<file path="config.mk">
export PLATFORM = sky130hd
export DESIGN_NAME = spi_rx_deserializer
export DESIGN_NICKNAME = d
export VERILOG_FILES = /design/src/rtl/spi_rx_deserializer.sv
export SDC_FILE = /design/constraint.sdc
export NUM_CORES = 1
export LEC_CHECK = 0
export CAP_MARGIN = 10
export CORE_ASPECT_RATIO = 0.7
export CORE_MARGIN = 2
export CORE_UTILIZATION = 41
export DETAILED_ROUTE_END_ITERATION = 7
export GPL_ROUTABILITY_DRIVEN = 0
export PLACE_DENSITY_LB_ADDON = 0.08
export SLEW_MARGIN = 40
export SYNTH_ARGS = -nofsm -noshare
export SYNTH_HDL_FRONTEND = slang
export SYNTH_SLANG_ARGS = --single-unit
</file>
<file path="constraint.sdc">
create_clock -name clk -period 1.76 [get_ports clk]
set_clock_uncertainty 0.15 [all_clocks]
set_input_delay 0.528 -clock clk [delete_from_list [all_inputs] [get_ports clk]]
set_output_delay 0.528 -clock clk [all_outputs]
set_load 0.05 [all_outputs]
</file>
<file path="src/rtl/spi_rx_deserializer.sv">
// SPI mode-0 receive path: skips the command/address bits of each frame, captures the
// read-data bits MSB-first and hands the word to the consumer through a valid/ready register.
module spi_rx_deserializer #(
  parameter int SKIP_BITS = 10,
  parameter int DATAW     = 8
) (
  input  logic             clk,
  input  logic             rst,
  input  logic             n_cs,
  input  logic             spi_clk,
  input  logic             miso,
  output logic [DATAW-1:0] data_out,
  output logic             valid_out,
  input  logic             ready_in,
  output logic             busy,
  output logic             overflow,
  output logic             frame_err
);

  localparam int MAXC = (SKIP_BITS > DATAW) ? SKIP_BITS : DATAW;
  localparam int CNTW = $clog2(MAXC + 1);
  localparam logic [CNTW-1:0] SKIP_LAST = CNTW'(SKIP_BITS - 1);
  localparam logic [CNTW-1:0] DATA_LAST = CNTW'(DATAW - 1);

  typedef enum logic [1:0] {IDLE, SKIP, DATA, DONE} state_t;

  state_t            state_reg, state_next;
  logic [CNTW-1:0]   cnt_reg, cnt_next;
  logic [DATAW-1:0]  shift_reg;
  logic [DATAW-1:0]  word;
  logic [DATAW-1:0]  data_reg;
  logic              valid_reg;
  logic              busy_reg, busy_next;
  logic              overflow_reg, overflow_next;
  logic              frame_err_reg, frame_err_next;
  logic              spi_clk_q_reg;
  logic              sclk_rise;
  logic              shift_en;
  logic              complete;
  logic              accept;
  logic              load;

  assign sclk_rise = spi_clk & ~spi_clk_q_reg & ~n_cs;

  // The completed word includes the bit being sampled this cycle.
  generate
    if (DATAW == 1) begin : g_word_1
      assign word = miso;
    end else begin : g_word_n
      assign word = {shift_reg[DATAW-2:0], miso};
    end
  endgenerate

  // State register (with its bit counter)
  always_ff @(posedge clk) begin
    if (rst) begin
      state_reg <= IDLE;
      cnt_reg   <= '0;
    end else begin
      state_reg <= state_next;
      cnt_reg   <= cnt_next;
    end
  end

  // Next-state logic; chip select deassertion overrides everything
  always_comb begin
    state_next = state_reg;
    cnt_next   = cnt_reg;
    if (n_cs) begin
      state_next = IDLE;
      cnt_next   = '0;
    end else begin
      case (state_reg)
        IDLE: begin
          state_next = (SKIP_BITS > 0) ? SKIP : DATA;
          cnt_next   = '0;
        end
        SKIP: begin
          if (sclk_rise) begin
            if (cnt_reg == SKIP_LAST) begin
              state_next = DATA;
              cnt_next   = '0;
            end else begin
              cnt_next = cnt_reg + 1'b1;
            end
          end
        end
        DATA: begin
          if (sclk_rise) begin
            if (cnt_reg == DATA_LAST) begin
              state_next = DONE;
              cnt_next   = '0;
            end else begin
              cnt_next = cnt_reg + 1'b1;
            end
          end
        end
        default: begin
          state_next = state_reg;
        end
      endcase
    end
  end

  // Output / datapath decode
  always_comb begin
    shift_en       = (state_reg == DATA) & sclk_rise;
    complete       = shift_en & (cnt_reg == DATA_LAST);
    accept         = valid_reg & ready_in;
    load           = complete & (~valid_reg | accept);
    overflow_next  = complete & valid_reg & ~ready_in;
    frame_err_next = n_cs & ((state_reg == SKIP) | (state_reg == DATA));
    busy_next      = (state_next == SKIP) | (state_next == DATA);
  end

  always_ff @(posedge clk) begin
    if (rst) begin
      spi_clk_q_reg <= 1'b0;
      shift_reg     <= '0;
      data_reg      <= '0;
      valid_reg     <= 1'b0;
      busy_reg      <= 1'b0;
      overflow_reg  <= 1'b0;
      frame_err_reg <= 1'b0;
    end else begin
      spi_clk_q_reg <= spi_clk;
      busy_reg      <= busy_next;
      overflow_reg  <= overflow_next;
      frame_err_reg <= frame_err_next;
      if (shift_en) begin
        shift_reg <= word;
      end
      // A dropped word leaves the holding register untouched.
      if (load) begin
        data_reg  <= word;
        valid_reg <= 1'b1;
      end else if (accept) begin
        valid_reg <= 1'b0;
      end
    end
  end

  assign data_out  = data_reg;
  assign valid_out = valid_reg;
  assign busy      = busy_reg;
  assign overflow  = overflow_reg;
  assign frame_err = frame_err_reg;

endmodule

</file>
==> impl_metrics.tcl, run 1 <==
set metrics [dict create \
    drt_wl_total_mm 2.40 \
    tritoncts "built" \
    post-route-period-util_pct 96.9 \
    outcome "finished clean" \
    synthDistinctLibCells 33 \
    slew_headroom_pct 81.8 \
    largest_register_ffs 8 \
    vias_per_cell 5.09 \
    gr-total-overflow 0 \
    grt_use_total_pct 15.8 \
    rows 16 \
    port_buffers 17 \
    postCtsHoldBufs 0 \
    required_ns 1.77 \
    drtIter0Drc 29 \
    grt_pass1_wl_mm 4.04 \
    yosysWarningCount 0 \
    worstMarginPinSlew_ns 0.272 \
    fin_tns_setup_ns 0 \
    powerDensity_mw_per_mm2 572 \
    ios 18 \
    wl_per_cell_um 12.3 \
    drcViolationCount 0 \
    p_int_uw 793 \
    synth_edf_count 0 \
    ant_nets 0 \
    cts_max_level 1 \
    finalInstanceArea_mm2 0.00176 \
    grt_pass1_vias 895 \
    final.setup.worst_slack_ns 0.0541 \
    clk-insertion-delay-late_ns 0.26 \
    syn_area_mm2 0.00118 \
    num_antenna_cells 0 \
    start_kind "flop" \
    antenna_found_initial 0 \
    period_needed_ns 1.71 \
    synth_cells 125 \
    setup.worst_path.class "reg2reg" \
    final_hold_viol_count 0 \
    pwr-share-comb_pct 9.4 \
    drive_above_1_share_pct 35.0 \
    end_kind "flop" \
    die_w_um 68.2 \
    dpl-instance-area_mm2 0.00163 \
    power_frac_seq_pct 59.2 \
    maxSlewViolCount 0 \
    via_count 998 \
    nFillCells 220 \
    dp_hpwl_mm 1.86 \
    swShare_pct 21.1 \
    async_flop_share_pct 0 \
    core_region_area_mm2 0.00276 \
    setup_viol 0 \
    clockBufferDepth 2 \
    start_util_pct 42.8 \
    cts.sinks 26 \
    dieHeight_um 48.9 \
    avgSynthCellArea_um2 9.45 \
    post-route-util_pct 63.7 \
    grt_max_degree 21 \
    final_nets 175 \
    ys.flop_type "dfxtp_1" \
    fmax_mhz 586 \
    dr.pass1.iters 4 \
    cts_buffers 3 \
    fin_hold_ws_ns 0.311 \
    hp-class "reg2reg" \
    p_leak_uw 0.000657 \
    area_growth_pct 48.9 \
    yosysSeqAreaShare_pct 44.1 \
    synth-seq-cells 26 \
    crit_arrival_ns 1.71 \
    dp_slack_ns -0.493 \
    clk_pin_slew_worst_paths_ns 0.08 \
    path_max_fanout 5 \
    p_clk_share_pct 31.5 \
    syn-num-nets 138 \
    vdd_drop_max_mv 0.376 \
    drv_cap 0 \
    dieArea_mm2 0.00333 \
    p_switching_uw 213 \
    cts_root_buffer "clkbuf_8" \
]
-- metrics by stage --
| stage | power, uW | std cells |
|---|---|---|
| 4_1_cts | 1010 | 195 |
| 2_1_floorplan | 648 | 125 |
| 5_1_grt | 1050 | 196 |
| 6_report | 1010 | 196 |
| 3_3_place_gp | 693 | 192 |
| 3_5_place_dp | 694 | 192 |
-- power groups by stage --
stage	Combinational [uW]	Clock, uW	Sequential [uW]
after floorplan	32.8	0	615
after global placement	83.7	0	609
after detailed placement	84.9	0	610
after CTS	86.3	329	597
after global routing	100	354	596
final	94.2	316	595
-- path summary, 6_finish.rpt --
kind	depth (start not counted)	slack [ns]	from	to
worst max register to register	6	0.05	state_reg[0]	cnt_reg[3]
worst min register to register	2	0.31	shift_reg[6]	shift_reg[6]
worst min-delay path	2	0.31	shift_reg[6]	shift_reg[6]
worst max-delay path	6	0.05	state_reg[0]	cnt_reg[3]
-- placed cells by master, fill, tap and decap left out, types with 2 or more instances in the layout --
| master | count |
|---|---|
| a21oi_1 | 9 |
| buf_12 | 13 |
| buf_4 | 18 |
| clkbuf_2 | 2 |
| clkbuf_8 | 3 |
| clkdlybuf4s50_1 | 2 |
| dfxtp_1 | 21 |
| dfxtp_2 | 4 |
| ha_1 | 3 |
| ha_2 | 2 |
| ha_4 | 2 |
| inv_1 | 4 |
| mux2i_1 | 9 |
| nand2_1 | 17 |
| nand3_1 | 4 |
| nand3b_1 | 2 |
| nor2_1 | 12 |
| nor2b_1 | 2 |
| nor3_1 | 2 |
| nor4b_1 | 2 |
| o21ai_0 | 5 |
-- cell type report --
class | count | area, um^2 | area share [%]
timing repair buffer | 36 | 434 | 24.7
tap | 36 | 45.0 | 2.56
clock buffer | 3 | 41.3 | 2.35
sequential | 26 | 529 | 30.1
inverter | 5 | 18.8 | 1.07
multi-input combinational | 90 | 691 | 39.3
-- worst max-delay path, cell delays in order (launching register included) --
cell and delay, ns:
dfxtp_2 0.36, inv_2 0.06, ha_4 0.19, nor4bb_4 0.27, and4bb_2 0.30, a32oi_1 0.20, o21ai_1 0.07
-- cell families after synthesis --
kind of cell               after synthesis  share of synthesized area [%]
and+or+nand+nor                         52                           24.9
muxes                                   10                           8.47
DFF                                     26                           44.1
AOI/OAI and AO/OA                       21                           10.7
buffers and inverters                    9                           4.45
adders and majority gates                7                           7.41
-- cells in the mapped netlist, drive strengths merged, types with 3 or more instances --
cell	number	area, um^2
ha	7	87.6
nor2	13	48.8
o21ai	6	30.0
inv	5	18.8
mux2i	10	100
a21oi	9	45.0
nand3	4	20.0
nand2	17	63.8
dfxtp	26	521
nor3	3	26.3
-- per-layer routing --
metal / vias up / wire length (um) / global-route usage [%]
met3: 2 / 131 / 4.85
met5: - / 0 / 0
met2: 23 / 1040 / 22.8
met1: 466 / 1220 / 23.2
met4: 0 / 13 / 3.00
li1: 507 / - / -
-- what timing repair did --
| item | in CTS | in global routing |
|---|---|---|
| setup buffers | 0 | 1 |
| endpoints found under the setup margin | 24 | 15 |
| cloned | 0 | 0 |
| resized for setup | 7 | 21 |
| pin swaps | 4 | 6 |
Note: power is estimated with default switching activity, not from simulation.
==> run 2, diff against run 1 <==
--- a/config.mk
+++ b/config.mk
@@ -10,8 +10,10 @@
 export CORE_MARGIN = 2
 export CORE_UTILIZATION = 41
 export DETAILED_ROUTE_END_ITERATION = 7
+export DONT_BUFFER_PORTS = 1
 export GPL_ROUTABILITY_DRIVEN = 0
 export PLACE_DENSITY_LB_ADDON = 0.08
+export REMOVE_ABC_BUFFERS = 1
 export SLEW_MARGIN = 40
 export SYNTH_ARGS = -nofsm -noshare
 export SYNTH_HDL_FRONTEND = slang
==> run 2 against run 1 <==
  * Via count is 6.0% lower
  * Wire length is 7.4% higher
  * Global-route usage is 0.87 points higher
  * Critical path type unchanged
  * Critical endpoint is now cnt_reg[2]
  * Highest routed layer unchanged
==> impl_metrics.tcl, run 2 (synthesis gave the netlist of run 1 again) <==
set metrics [dict create \
    final_nets 157 \
    hp-class "in2reg" \
    cts_buffers 3 \
    holdPathStages 1 \
    gr-total-overflow 0 \
    vdd_drop_max_mv 0.450 \
    ant_nets 0 \
    end_kind "flop" \
    grtUsageMet3_pct 6.24 \
    power_frac_seq_pct 60.9 \
    slew_headroom_pct 66.0 \
    dr.pass1.iters 4 \
    dieArea_mm2 0.00333 \
    hold_path_startpoint "rst" \
    start_util_pct 42.8 \
    final_common_cell "dfxtp_1" \
    dpl-instance-area_mm2 0.00132 \
    grt_pass1_vias 874 \
    fmax_mhz 590 \
    final_hold_viol_count 0 \
    tritoncts "built" \
    drive_above_1_share_pct 31.0 \
    grt_max_degree 23 \
    maxSlewViolCount 0 \
    pwr-share-comb_pct 5.8 \
    worstMarginPinSlew_ns 0.510 \
    num_antenna_cells 0 \
    required_ns 1.77 \
    finalInstanceArea_mm2 0.00152 \
    drcViolationCount 0 \
    p_int_uw 776 \
    r2r_cells 7 \
    drtIter0Drc 67 \
    start_kind "flop" \
    area_growth_pct 28.6 \
    p_leak_uw 0.000535 \
    setup_viol 0 \
    postCtsHoldBufs 0 \
    vias_per_cell 5.27 \
    swShare_pct 21.3 \
    timing.rr.start "state_reg[0]" \
    die_w_um 68.2 \
    post-route-util_pct 55.0 \
    largest_register_ffs 8 \
    layout_common_cells "dfxtp_1 (22), nand2_1 (17), buf_4 (15)" \
    min_to "shift_reg[4]" \
    outcome "finished clean" \
    powerDensity_mw_per_mm2 649 \
    setup.worst_path.class "reg2reg" \
    global_route.peak_usage_layer "met1" \
    wl_per_cell_um 14.5 \
    grt.met2_usage_pct 22.3 \
    rrSetupSlack_ns 0.07 \
    period_needed_ns 1.69 \
    dp_hpwl_mm 1.73 \
    clockBufferDepth 2 \
    clk_pin_slew_worst_paths_ns 0.09 \
    core_region_area_mm2 0.00276 \
    antenna_found_initial 0 \
    cts_root_buffer "clkbuf_8" \
    nFillCells 265 \
    via_count 938 \
    post-route-period-util_pct 96.3 \
    ios 18 \
    fin_hold_ws_ns 0.171 \
    p_switching_uw 210 \
    crit_arrival_ns 1.70 \
    grt_use_total_pct 16.7 \
    rows 16 \
    clk-insertion-delay-late_ns 0.26 \
    dieHeight_um 48.9 \
    drt_wl_total_mm 2.58 \
    r2r_end "cnt_reg[2]" \
    drv_cap 0 \
    port_buffers 0 \
    grt_pass1_wl_mm 4.12 \
    met1_usage_pct 24.9 \
    cts.sinks 26 \
    cts_max_level 1 \
    path_max_fanout 5 \
    p_clk_share_pct 33.2 \
    rsz0062_at_grt "true" \
]
## run 2: changes by cell type in the layout (fill, tap and decap cells not counted), moves of 2 or more
cell / delta
ha_4: +4
clkdlybuf4s50_1: -2
buf_6: +2
buf_4: -3
buf_12: -12
clkbuf_2: -2
ha_1: -3
## run 2: final cells by class
type	instances	area, um^2	area share (%)
clock buffers	3	41.3	2.72
flip-flops and latches	26	528	34.8
inverters	5	18.8	1.24
repair buffers	18	155	10.2
multi-input cells	90	731	48.1
well taps	36	45.0	2.97
## run 2: what timing repair did
action / CTS / global route
setup buffers: 1 / 2
setup endpoints to repair: 3 / 14
pin swaps: 1 / 5
gates resized for setup: 2 / 27
## run 2: worst max path at each step
stage | to | cells past startpoint | start | slack, ns
2_1_floorplan | data_out[0] | 6 | state_reg[0] | -0.20
3_3_place_gp | busy | 4 | n_cs | -0.08
3_5_place_dp | cnt_reg[3] | 6 | state_reg[0] | -0.06
4_1_cts | data_out[1] | 7 | state_reg[0] | 0.02
5_1_grt | cnt_reg[3] | 6 | state_reg[0] | -0.02
6_report | cnt_reg[2] | 7 | state_reg[0] | 0.07
## run 2: stage by stage
| stage | worst slack [ns] | total power [uW] | TNS [ns] | instances |
|---|---|---|---|---|
| after detailed placement | -0.0628 | 659 | -0.104 | 172 |
| final | 0.0657 | 986 | 0 | 178 |
| after global placement | -0.0788 | 660 | -0.0788 | 172 |
| after CTS | 0.0168 | 988 | 0 | 176 |
| after floorplan | -0.202 | 641 | -1.62 | 121 |
| after global routing | -0.0195 | 1040 | -0.0416 | 178 |
## run 2: routing by layer
| layer | up-vias | wire length (um) |
|---|---|---|
| met5 | - | 0 |
| met4 | 0 | 31 |
| met3 | 4 | 134 |
| met2 | 20 | 1080 |
| met1 | 440 | 1340 |
| li1 | 474 | - |
## run 2: worst max-delay path, cell delays in order (launching register included)
cell and delay [ns]:
dfxtp_2 0.34, inv_2 0.05, ha_4 0.18, nor4bb_4 0.29, and4bb_2 0.31, buf_6 0.13, nand3b_1 0.08, a21boi_1 0.06
## run 2: power groups by stage
stage               Combinational, uW  Clock, uW  Sequential [uW]
floorplan                        25.2          0              615
global placement                 44.7          0              615
detailed placement               44.2          0              615
CTS                              44.5        342              601
global route                     63.0        377              602
finish                           57.6        328              600
==> run 3, diff against run 2 <==
--- a/config.mk
+++ b/config.mk
@@ -5,13 +5,13 @@
 export SDC_FILE = /design/constraint.sdc
 export NUM_CORES = 1
 export LEC_CHECK = 0
+export ABC_AREA = 1
 export CAP_MARGIN = 10
 export CORE_ASPECT_RATIO = 0.7
 export CORE_MARGIN = 2
 export CORE_UTILIZATION = 41
 export DETAILED_ROUTE_END_ITERATION = 7
 export DONT_BUFFER_PORTS = 1
-export GPL_ROUTABILITY_DRIVEN = 0
 export PLACE_DENSITY_LB_ADDON = 0.08
 export REMOVE_ABC_BUFFERS = 1
 export SLEW_MARGIN = 40
==> constraint.sdc (replaced) <==
create_clock -name clk -period 1.4 [get_ports clk]
set_clock_uncertainty 0.15 [all_clocks]
set_input_delay 0.42 -clock clk [delete_from_list [all_inputs] [get_ports clk]]
set_output_delay 0.42 -clock clk [all_outputs]
set_load 0.05 [all_outputs]
==> run 3 against run 2 <==
  * Synthesized cell count up 25%
  * Combinational power rose by 89%
  * First-iteration DRC count decreased by 64%
  * Wire length up 5.1%
  * Die area grew 1.8%
  * Via count grew 15%
  * Design area grew 13%
  * Sequential cell count unchanged
  * The run now ends with setup timing left
  * Critical path type unchanged
  * Critical path depth up 1
  * Fmax increased by 5.9%
  * Global-route usage up 0.72 points
==> impl_metrics.tcl, run 3 <==
set metrics [dict create \
    dpl.cell_count 216 \
    dp_hpwl_mm 1.92 \
    synth_cells 156 \
    drtIter0Drc 24 \
    end_kind "flop" \
    fmax_mhz 625 \
    area_growth_pct 42.2 \
    powerDensity_mw_per_mm2 782 \
    avgSynthCellArea_um2 7.72 \
    drv_cap 0 \
    vdd_drop_max_mv 0.503 \
    rsz0062_at_grt "true" \
    vias_per_cell 4.81 \
    crit_arrival_ns 1.62 \
    synthDistinctLibCells 23 \
    ios 18 \
    post-route-period-util_pct 114 \
    p_leak_uw 0.000752 \
    cts.sinks 26 \
    dieArea_mm2 0.00339 \
    final_nets 203 \
    grt_max_degree 15 \
    ant_nets 0 \
    synth_edf_count 0 \
    start_util_pct 42.9 \
    cts_root_buffer "clkbuf_8" \
    final.setup.worst_slack_ns -0.200 \
    synth_top_area_cell "dfxtp_1" \
    cts_buffers 3 \
    outcome "complete, but fails checks" \
    dp_slack_ns -0.299 \
    setup_viol 14 \
    period_needed_ns 1.60 \
    synth-seq-cells 26 \
    drive_above_1_share_pct 43.9 \
    setup.worst_path.class "reg2reg" \
    total_power_uw 1340 \
    syn_area_mm2 0.00120 \
    antenna_found_initial 0 \
    required_ns 1.42 \
    ys.flop_type "dfxtp_1" \
    wl_met1_mm 1.33 \
    port_buffers 0 \
    layout_common_cells "buf_4 (21), nand2_1 (20), nor2_1 (18)" \
    cts_max_level 1 \
    drt_wl_total_mm 2.71 \
    via_count 1082 \
    maxSlewViolCount 0 \
    wl_per_cell_um 12.1 \
    drcViolationCount 0 \
    grt_pass1_vias 1013 \
    gp_congestion 0.807 \
    worstMarginPinSlew_ns 0.497 \
    nFillCells 257 \
    hp-class "in2reg" \
    synth.area.top_cells "dfxtp_1 (43%), nand2_1 (8.1%), ha_1 (7.3%)" \
    yosysSeqAreaShare_pct 43.2 \
    synth_top_area_share_pct 43.2 \
    clk-insertion-delay-late_ns 0.27 \
    layout.cells.non_filler 225 \
    tritoncts "built" \
    slew_headroom_pct 66.8 \
    async_flop_share_pct 0 \
    grt_pass1_wl_mm 4.42 \
    routed.top_layer "met4" \
    clk_pin_slew_worst_paths_ns 0.09 \
    dr.pass1.iters 4 \
    dieHeight_um 49.3 \
    final_common_cell "buf_4" \
    gr-total-overflow 0 \
    start_kind "flop" \
    yosysWarningCount 0 \
    grt_use_total_pct 17.4 \
    met3RoutedLength_um 169 \
    final_hold_viol_count 0 \
    num_antenna_cells 0 \
    synth.top_cells.by_count "dfxtp_1 (26), nand2_1 (26), inv_1 (22)" \
    path_max_fanout 5 \
    core_region_area_mm2 0.00280 \
    rows 16 \
    largest_register_ffs 8 \
    die_w_um 68.8 \
    wl_met2_mm 1.19 \
    clockBufferDepth 2 \
    violations "setup timing" \
]
-- run 3: metrics by stage --
stage               instance area [um^2]  hold slack [ns]  setup TNS (ns)  util [%]
global route                        1710           0.0365           -3.21      61.1
global placement                    1440            0.299           -2.99      51.4
detailed placement                  1440            0.306           -4.29      51.4
CTS                                 1600           0.0484           -2.24      56.9
finish                              1710           0.0481           -1.93      61.1
floorplan                           1170            0.285           -2.54         -
-- run 3: final cells by class --
type                            instances  area [um^2]  area share, %
Sequential cell                        26          537           31.4
Inverter                               23         88.8           5.19
Tap cell                               36         45.0           2.63
Multi-Input combinational cell        103          684           40.0
Clock buffer                            4         55.1           3.22
Timing Repair Buffer                   33          302           17.6
-- run 3: report_power, final --
group / internal (uW) / switching (uW)
Combinational: 43.5 / 65.8
Sequential: 741 / 2.82
Clock: 252 / 234
-- run 3: final timing paths --
kind | end | start | slack [ns] | cells after the start
setup / recovery | cnt_reg[2] | state_reg[1] | -0.20 | 8
hold / removal | valid_out | rst | 0.05 | 1
setup reg to reg | cnt_reg[2] | state_reg[1] | -0.20 | 8
hold reg to reg | shift_reg[6] | shift_reg[6] | 0.32 | 2
-- run 3: critical path, cell delays in order (launching register included) --
cell	delay (ns)
dfxtp_4	0.38
inv_2	0.04
ha_2	0.17
or2_4	0.25
o21ai_4	0.20
inv_2	0.07
a21o_1	0.16
nand2_1	0.05
nor2_1	0.04
-- run 3: cell families (layout without fill, tap and decap cells) --
group	count (synthesis)	count (layout)	synth area share [%]
compound gates	32	32	15.4
xor+xnor	1	1	0.728
fa+ha+maj	7	7	7.28
buf+inv	27	60	9.67
flops	26	26	43.2
simple gates	63	63	23.7
-- run 3: metal layers --
metal	GRT usage (%)	vias to the layer above
met2	26.8	28
li1	-	562
met4	2.94	0
met3	6.00	3
met1	23.7	489
met5	0	-
-- run 3: what timing repair did --
action                     in CTS  in global routing
setup endpoints to repair      25                 30
pin swaps                      10                 16
hold buffers                    0                  0
resized for setup              25                 39
buffers inserted                4                  2
